**src/rtl/tlb_lookup_arbiter_pkg.sv**
```systemverilog
// Shared types for the fetch/data TLB lookup arbiter: FSM states, requester IDs
// and the captured TLB result record.
package tlb_lookup_arbiter_pkg;

  typedef enum logic [1:0] {
    ST_IDLE   = 2'd0,
    ST_LOOKUP = 2'd1,
    ST_RESP   = 2'd2
  } state_e;

  typedef enum logic {
    REQ_FETCH = 1'b0,
    REQ_DATA  = 1'b1
  } req_id_e;

  typedef struct packed {
    logic [31:0] paddr;
    logic        miss;
    logic        invalid;
    logic [2:0]  cattr;
  } tlb_res_t;

endpackage

```
**src/rtl/tlb_lookup_arbiter_rr_arb2.sv**
```systemverilog
// Two-way round-robin picker: a lone requester wins, a tie goes to the side
// that did not win last time.
module rr_arb2 (
  input  logic [1:0] req,
  input  logic       lg,
  output logic [1:0] grant
);

  always_comb begin
    grant = req;
    if (req == 2'b11) grant = lg ? 2'b01 : 2'b10;
  end

endmodule

```
**src/rtl/tlb_lookup_arbiter.sv**
```systemverilog
// Shares one combinational TLB port between fetch and load/store lookups;
// results are registered and announced with a one-cycle rvalid to the owner.
module tlb_lookup_arbiter
  import tlb_lookup_arbiter_pkg::*;
(
  input  logic        clk,
  input  logic        resetn,
  input  logic        i_req,
  input  logic [31:0] i_vaddr,
  output logic        i_ack,
  output logic        i_rvalid,
  input  logic        d_req,
  input  logic [31:0] d_vaddr,
  output logic        d_ack,
  output logic        d_rvalid,
  input  logic        flush,
  input  logic        tlb_write,
  output logic [31:0] tlb_vaddr,
  input  logic [31:0] tlb_paddr,
  input  logic        tlb_miss,
  input  logic        tlb_invalid,
  input  logic [2:0]  tlb_cattr,
  output logic [31:0] r_paddr,
  output logic        r_miss,
  output logic        r_invalid,
  output logic [2:0]  r_cattr,
  output logic [31:0] perfcnt_tlb_conflict
);

  state_e      state_q, state_d;
  req_id_e     lg_q, owner_q, gnt_id;
  logic [31:0] vaddr_q;
  tlb_res_t    res_q;
  logic [31:0] conflict_q;
  logic [1:0]  gnt;
  logic        grant_en, capture;

  rr_arb2 u_arb (
    .req   ({d_req, i_req}),
    .lg    (lg_q == REQ_DATA),
    .grant (gnt)
  );

  assign gnt_id = gnt[1] ? REQ_DATA : REQ_FETCH;
  assign i_ack  = grant_en & gnt[0];
  assign d_ack  = grant_en & gnt[1];

  always_ff @(posedge clk) begin
    if (!resetn) state_q <= ST_IDLE;
    else         state_q <= state_d;
  end

  always_comb begin
    state_d = state_q;
    unique case (state_q)
      ST_IDLE, ST_RESP: state_d = (!flush && (i_req || d_req)) ? ST_LOOKUP : ST_IDLE;
      // A TLB write lands this edge, so the lookup is simply re-run next cycle.
      ST_LOOKUP: begin
        if (flush)           state_d = ST_IDLE;
        else if (!tlb_write) state_d = ST_RESP;
      end
      default: state_d = ST_IDLE;
    endcase
  end

  always_comb begin
    grant_en = 1'b0;
    capture  = 1'b0;
    i_rvalid = 1'b0;
    d_rvalid = 1'b0;
    if (resetn) begin
      unique case (state_q)
        ST_IDLE:   grant_en = !flush;
        ST_LOOKUP: capture  = !flush && !tlb_write;
        ST_RESP: begin
          grant_en = !flush;
          i_rvalid = !flush && (owner_q == REQ_FETCH);
          d_rvalid = !flush && (owner_q == REQ_DATA);
        end
        default: ;
      endcase
    end
  end

  always_ff @(posedge clk) begin
    if (!resetn) begin
      lg_q    <= REQ_DATA;
      owner_q <= REQ_FETCH;
      vaddr_q <= '0;
      res_q   <= '0;
    end else begin
      if (i_ack || d_ack) begin
        lg_q    <= gnt_id;
        owner_q <= gnt_id;
        vaddr_q <= gnt[1] ? d_vaddr : i_vaddr;
      end
      if (capture) res_q <= '{paddr: tlb_paddr, miss: tlb_miss, invalid: tlb_invalid, cattr: tlb_cattr};
    end
  end

  always_ff @(posedge clk) begin
    if (!resetn) conflict_q <= '0;
    else if ((i_req && !i_ack) || (d_req && !d_ack)) conflict_q <= conflict_q + 32'd1;
  end

  assign tlb_vaddr            = vaddr_q;
  assign r_paddr              = res_q.paddr;
  assign r_miss               = res_q.miss;
  assign r_invalid            = res_q.invalid;
  assign r_cattr              = res_q.cattr;
  assign perfcnt_tlb_conflict = conflict_q;

endmodule

```
**config.mk**
```make
export PLATFORM = sky130hd
export DESIGN_NAME = tlb_lookup_arbiter
export DESIGN_NICKNAME = d
export VERILOG_FILES = /design/src/rtl/tlb_lookup_arbiter_pkg.sv /design/src/rtl/tlb_lookup_arbiter_rr_arb2.sv /design/src/rtl/tlb_lookup_arbiter.sv
export SDC_FILE = /design/constraint.sdc
export NUM_CORES = 1
export LEC_CHECK = 0
export ABC_AREA = 1
export BUFFER_PORTS_ARGS = -buffer_cell sky130_fd_sc_hd__buf_2
export CAP_MARGIN = 15
export CELL_PAD_IN_SITES_DETAIL_PLACEMENT = 0
export CELL_PAD_IN_SITES_GLOBAL_PLACEMENT = 1
export CORE_MARGIN = 4
export CORE_UTILIZATION = 32
export DETAILED_ROUTE_END_ITERATION = 6
export PLACE_DENSITY_LB_ADDON = 0.12
export SETUP_SLACK_MARGIN = 0.15
export SKIP_CTS_REPAIR_TIMING = 1
export SLEW_MARGIN = 20
export SYNTH_ARGS = -nofsm -noshare
export SYNTH_HDL_FRONTEND = slang
export SYNTH_SLANG_ARGS = --single-unit
```
**constraint.sdc**
```tcl
create_clock -name clk -period 1.5 [get_ports clk]
set_input_delay 0.075 -clock clk [delete_from_list [all_inputs] [get_ports clk]]
set_output_delay 0.075 -clock clk [all_outputs]
set_load 0.1 [all_outputs]
```
**Yosys cells after proc, flatten, opt, wreduce, memory -nomap -nowiden**

Cells that the tools add are included.

- $add $sub $neg: 1
- Eq/ne operators: 4
- Multiplexer cells: 16
- Bitwise operators: 3
- Reduce and logical (&&, ||, !) cells: 15

Operators with widths:

| operator | number |
|---|---|
| $add A32 B1 Y32 const B | 1 |
| $mux W32 | 1 |
| $mux W1 | 10 |
| $mux W2 | 4 |
| $logic_and A1 B1 Y1 | 6 |
| $eq A2 B2 Y1 const B | 2 |
| $logic_not A1 Y1 | 4 |
| $pmux W2 S2 | 1 |
| $logic_or A1 B1 Y1 | 3 |
| $ne A3 B3 Y1 const B | 1 |
| $and A1 B1 Y1 | 2 |
| $eq A2 B1 Y1 const B | 1 |
| $logic_not A2 Y1 | 1 |
| $reduce_or A2 Y1 | 1 |
| $not A1 Y1 | 1 |

- Flip-flop bits (word level): 105
- Bits of input ports: 107
- Output and inout bits: 105

**Longest topological paths before layout**

- Depth in word-level cells: 8
- Mapped depth: 10

**Cells and area by module**

From an unflattened synthesis, not the netlist that was laid out.

- Cells, all modules: 635
- Area total of the unflattened synthesis: 4,769.6 um2

By module, submodules not included:

| module | instances | cells an instance | area each (um2) |
|---|---|---|---|
| tlb_lookup_arbiter | 1 | 630 | 4,748.3 |
| rr_arb2 | 1 | 5 | 21.3 |

**Worst setup path before layout**

OpenSTA, ideal clock, no wires.

- Kind: register to output
- Start point: register state_q[0]
- End point: output port i_ack
- Data arrival time: 2.780 ns
- Data required time: 1.425 ns
- Setup slack: -1.355 ns
- Stages on the path, launching flop included: 4
- Cell sequence: dfxtp_1 nor2_4 nand2_2 a211oi_1

- Word-level cells in the longest chain between the ends: 5
- Elaborated cells on any way between the ends: 6
- Those cells by class: eq/ne (1); mux (2); bitwise (1); reduce/logical (2)

Ends and longest elaborated chain:

| what | RTL line | RTL |
|---|---|---|
| start, declared | tlb_lookup_arbiter.sv:30 | `state_e state_q, state_d;` |
| start signal, assigned | tlb_lookup_arbiter.sv:50 | `else state_q <= state_d;` |
| $eq A2 B2 Y1 / $logic_not A2 Y1 (equally long branches) | tlb_lookup_arbiter.sv:72 | `unique case (state_q)` |
| $reduce_or A2 Y1 (no source line) (*) | -- |  |
| $mux W1 (*) | -- |  |
| $mux W1 (*) | tlb_lookup_arbiter.sv:71 | `if (resetn) begin` |
| $and A1 B1 Y1 (*) | tlb_lookup_arbiter.sv:45 | `assign i_ack = grant_en & gnt[0];` |
| end, declared | tlb_lookup_arbiter.sv:10 | `output logic i_ack,` |

Mark *: on every way between the ends. The rest lies on a longest branch, timed or not.

**Final worst setup path**

Ends and elaborated chain as after synthesis.

==> reports/metrics.csv <==
stage,metric,value,unit
clocking,Clock Tree Buf Depth,2,
setup_path,Setup Crit Path Kind,reg2out,
clocking,clk_lat worst skew,0.35,ns
pwr,Power Total,6750,uW
clocking,H-tree depth,3,
detailed_routing,drt wl/cell,14.6,um
detailed_routing,First DRT Iteration DRCs,198,
place,GP Congestion,0.839,
floorplan,DIE WIDTH,130,um
sta,RSZ-0062 raised after global routing,true,
sta,Final Max Tran Viols,0,
pwr,Pint,4590,uW
finish,"commonest non-fill, non-tap cells in the layout","buf_2, nand2_1, a21oi_1, dfxtp_1, dlygate4sd3_1",
synth,post-synthesis cell type count,37,
setup_path,"Data arrival, critical path",1.52,ns
run_status,failing checks,"negative hold slack, negative setup slack",
place,Area after DPL,6230,sq um
sta,final setup vio count,2,
global_route,Tot GR Track Use,17.7,%
sta,fin crit period,1.60,ns
global_route,largest net degree at the start of global routing,38,
global_route,remaining global-route overflow,0,
clocking,CTS tree,done,
synth,synthesized area,4740,sq um
global_route,initial antenna violation count,0,
floorplan,Core Area,14500,sq um
finish,"most common cell after layout, fill and taps aside",buf_2,
synth,Synth Warn #,0,
sta,Max transition margin,66.1,%
detailed_routing,Remaining DRCs,0,
place,Port Buffers,211,
flow_run,Max Cap Violations,0,
sta,Slew @ Worst Pin,0.512,ns
setup_path,crit-path max FO,3,
hold_path,Hold Crit Class,in2reg,
detailed_routing,vias,5398,
run_status,outcome,"complete, but fails checks",
sta,maximum clock rate,626,MHz
setup_path,CP Capture Type,output pin,
floorplan,Initial Utilization,32.6,%
global_route,global-route wire length before repair,23900,um
finish,post-layout instance area,7700,sq um
pwr,Pleak,0.00335,uW
clocking,count of clock tree sinks,105,
synth,"Seq/Total Area, Yosys",44.3,%
sta,total negative slack,-0.190,ns
pwr,Pwr Density,876,nW/um^2
place,final HPWL from detailed placement,11400,um
detailed_routing,Routed WL,16600,um
detailed_routing,DR pass1 iterations,4,
setup_path,CP Launch Type,flop,
sta,clk_skew,0.00627,ns
sta,final worst setup slack,-0.0968,ns
synth,syn_nets,763,
clocking,Num CTS Buffers,9,
floorplan,# IOs,212,
synth,cells after synthesis,655,
synth,"flops & latches, synth",105,
sta,Tcrit/Tclk final,106,%
pwr,VDD IR max,0.000695,V
pwr,Clk network pwr share,36.6,%
clocking,Clock transition at path regs,0.07,ns
finish,fin nets,1052,
floorplan,row cnt,44,
place,"worst slack, placed",0.0587,ns
finish,layout cells sized above 1,40.6,%
finish,Diodes inserted,0,
detailed_routing,Routed Antenna Nets,0,
finish,P&R area growth vs syn,62.3,%
sta,Fin Hold WS,-0.0162,ns
synth,Mean Syn Cell Area,7.24,sq um
pwr,Flop pwr share,42.6,%
global_route,vias in the first global route,4761,
pwr,Gate power share,20.8,%
floorplan,Die H,130,um
detailed_routing,via density per instance,4.76,
clocking,root buf cell,clkbuf_16,
floorplan,die area,16800,sq um
pwr,switching fraction of total power,32.0,%
pwr,P_sw,2160,uW
sta,final hold violation count,9,
setup_path,CP required,1.42,ns
-- worst paths after layout --
kind,startpoint,end,slack (ns),depth (start not counted)
max,state_q[0],i_ack,-0.1,5
min,d_vaddr[2],tlb_vaddr[2],-0.02,3
max reg2reg,perfcnt_tlb_conflict[1],perfcnt_tlb_conflict[16],0.06,8
min reg2reg,r_paddr[23],r_paddr[23],0.46,2
-- Yosys cell counts --
master | n | area, sq um
a211oi_1 | 1 | 7.51
a21oi_1 | 117 | 586
a21oi_2 | 5 | 43.8
a21oi_4 | 2 | 32.5
and3_1 | 1 | 6.26
buf_2 | 13 | 65.1
buf_4 | 3 | 22.5
buf_6 | 8 | 90.1
clkbuf_1 | 8 | 30.0
clkbuf_2 | 1 | 5.00
clkinv_1 | 1 | 3.75
dfxtp_1 | 105 | 2100
ha_1 | 1 | 12.5
inv_1 | 34 | 128
inv_2 | 4 | 15.0
inv_4 | 1 | 6.26
nand2_1 | 180 | 676
nand2_2 | 3 | 18.8
nand2_4 | 1 | 11.3
nand2_8 | 1 | 20.0
nand3_1 | 28 | 140
nand3_4 | 1 | 17.5
nand3b_1 | 3 | 22.5
nand4_1 | 3 | 18.8
nor2_1 | 61 | 229
nor2_2 | 3 | 18.8
nor2_4 | 9 | 101
nor3_1 | 5 | 25.0
nor3b_1 | 1 | 7.51
nor3b_2 | 1 | 12.5
o211ai_1 | 1 | 7.51
o21ai_0 | 42 | 210
o21ai_1 | 1 | 5.00
o21bai_1 | 2 | 15.0
or3_1 | 1 | 6.26
xnor2_1 | 2 | 17.5
xor2_1 | 1 | 8.76
-- final cells by class --
type                    count  area [sq um]
fillers                  1402          6830
multi-input cells         477          2630
flip-flops and latches    105          2210
repair buffers            311          2150
clock buffers              10           239
well taps                 184           230
inverters                  40           178
clock inverters             6          63.8
-- cell families (layout without fill, tap and decap cells) --
family / Yosys count / after routing / share of synthesized area, %
DFF: 105 / 105 / 44.3
and+or+nand+nor: 302 / 302 / 28.1
xor gates and xnor gates: 3 / 3 / 0.554
AOI/OAI and AO/OA: 171 / 171 / 19.1
buffers and inverters: 73 / 367 / 7.70
adders and majority gates: 1 / 1 / 0.264
-- layer usage --
metal | GRT usage, % | up-vias | wire, um
met5 | 0 | - | 0
met4 | 5.68 | 0 | 299
met3 | 6.34 | 25 | 1160
met2 | 29.1 | 170 | 8470
met1 | 21.7 | 2485 | 6620
li1 | - | 2718 | -
-- through the flow --
step                      hold WS [ns]  utilization (%)  std cells
final                          -0.0162             53.0       1133
after global routing          -0.00463             53.0       1133
after CTS                      -0.0568             44.9       1047
after detailed placement         0.327             42.9       1031
after global placement           0.323             42.9       1031
after floorplan                  0.213                -        655
-- worst max-delay path, stage by stage (launching register included) --
cell and delay [ns]:
dfxtp_2 0.34, nor2_4 0.13, nand2_4 0.08, buf_6 0.14, a211oi_4 0.26, buf_12 0.21
-- power groups by stage --
stage / combinational (uW) / sequential, uW / clock, uW
after global placement: 1190 / 2940 / 0
after floorplan: 332 / 3490 / 0
after global routing: 1480 / 2890 / 2670
after CTS: 1200 / 2870 / 2560
final: 1400 / 2880 / 2470
after detailed placement: 1200 / 2940 / 0
-- flip-flops by register name, indices dropped and copies added, names as in the netlist --
name and cells:
r_cattr 3, perfcnt_tlb_conflict 32, r_miss 1, state_q 2
r_invalid 1, r_paddr 32, owner_q 1, lg_q 1
tlb_vaddr 32
Power figures use the tool's default switching activity.
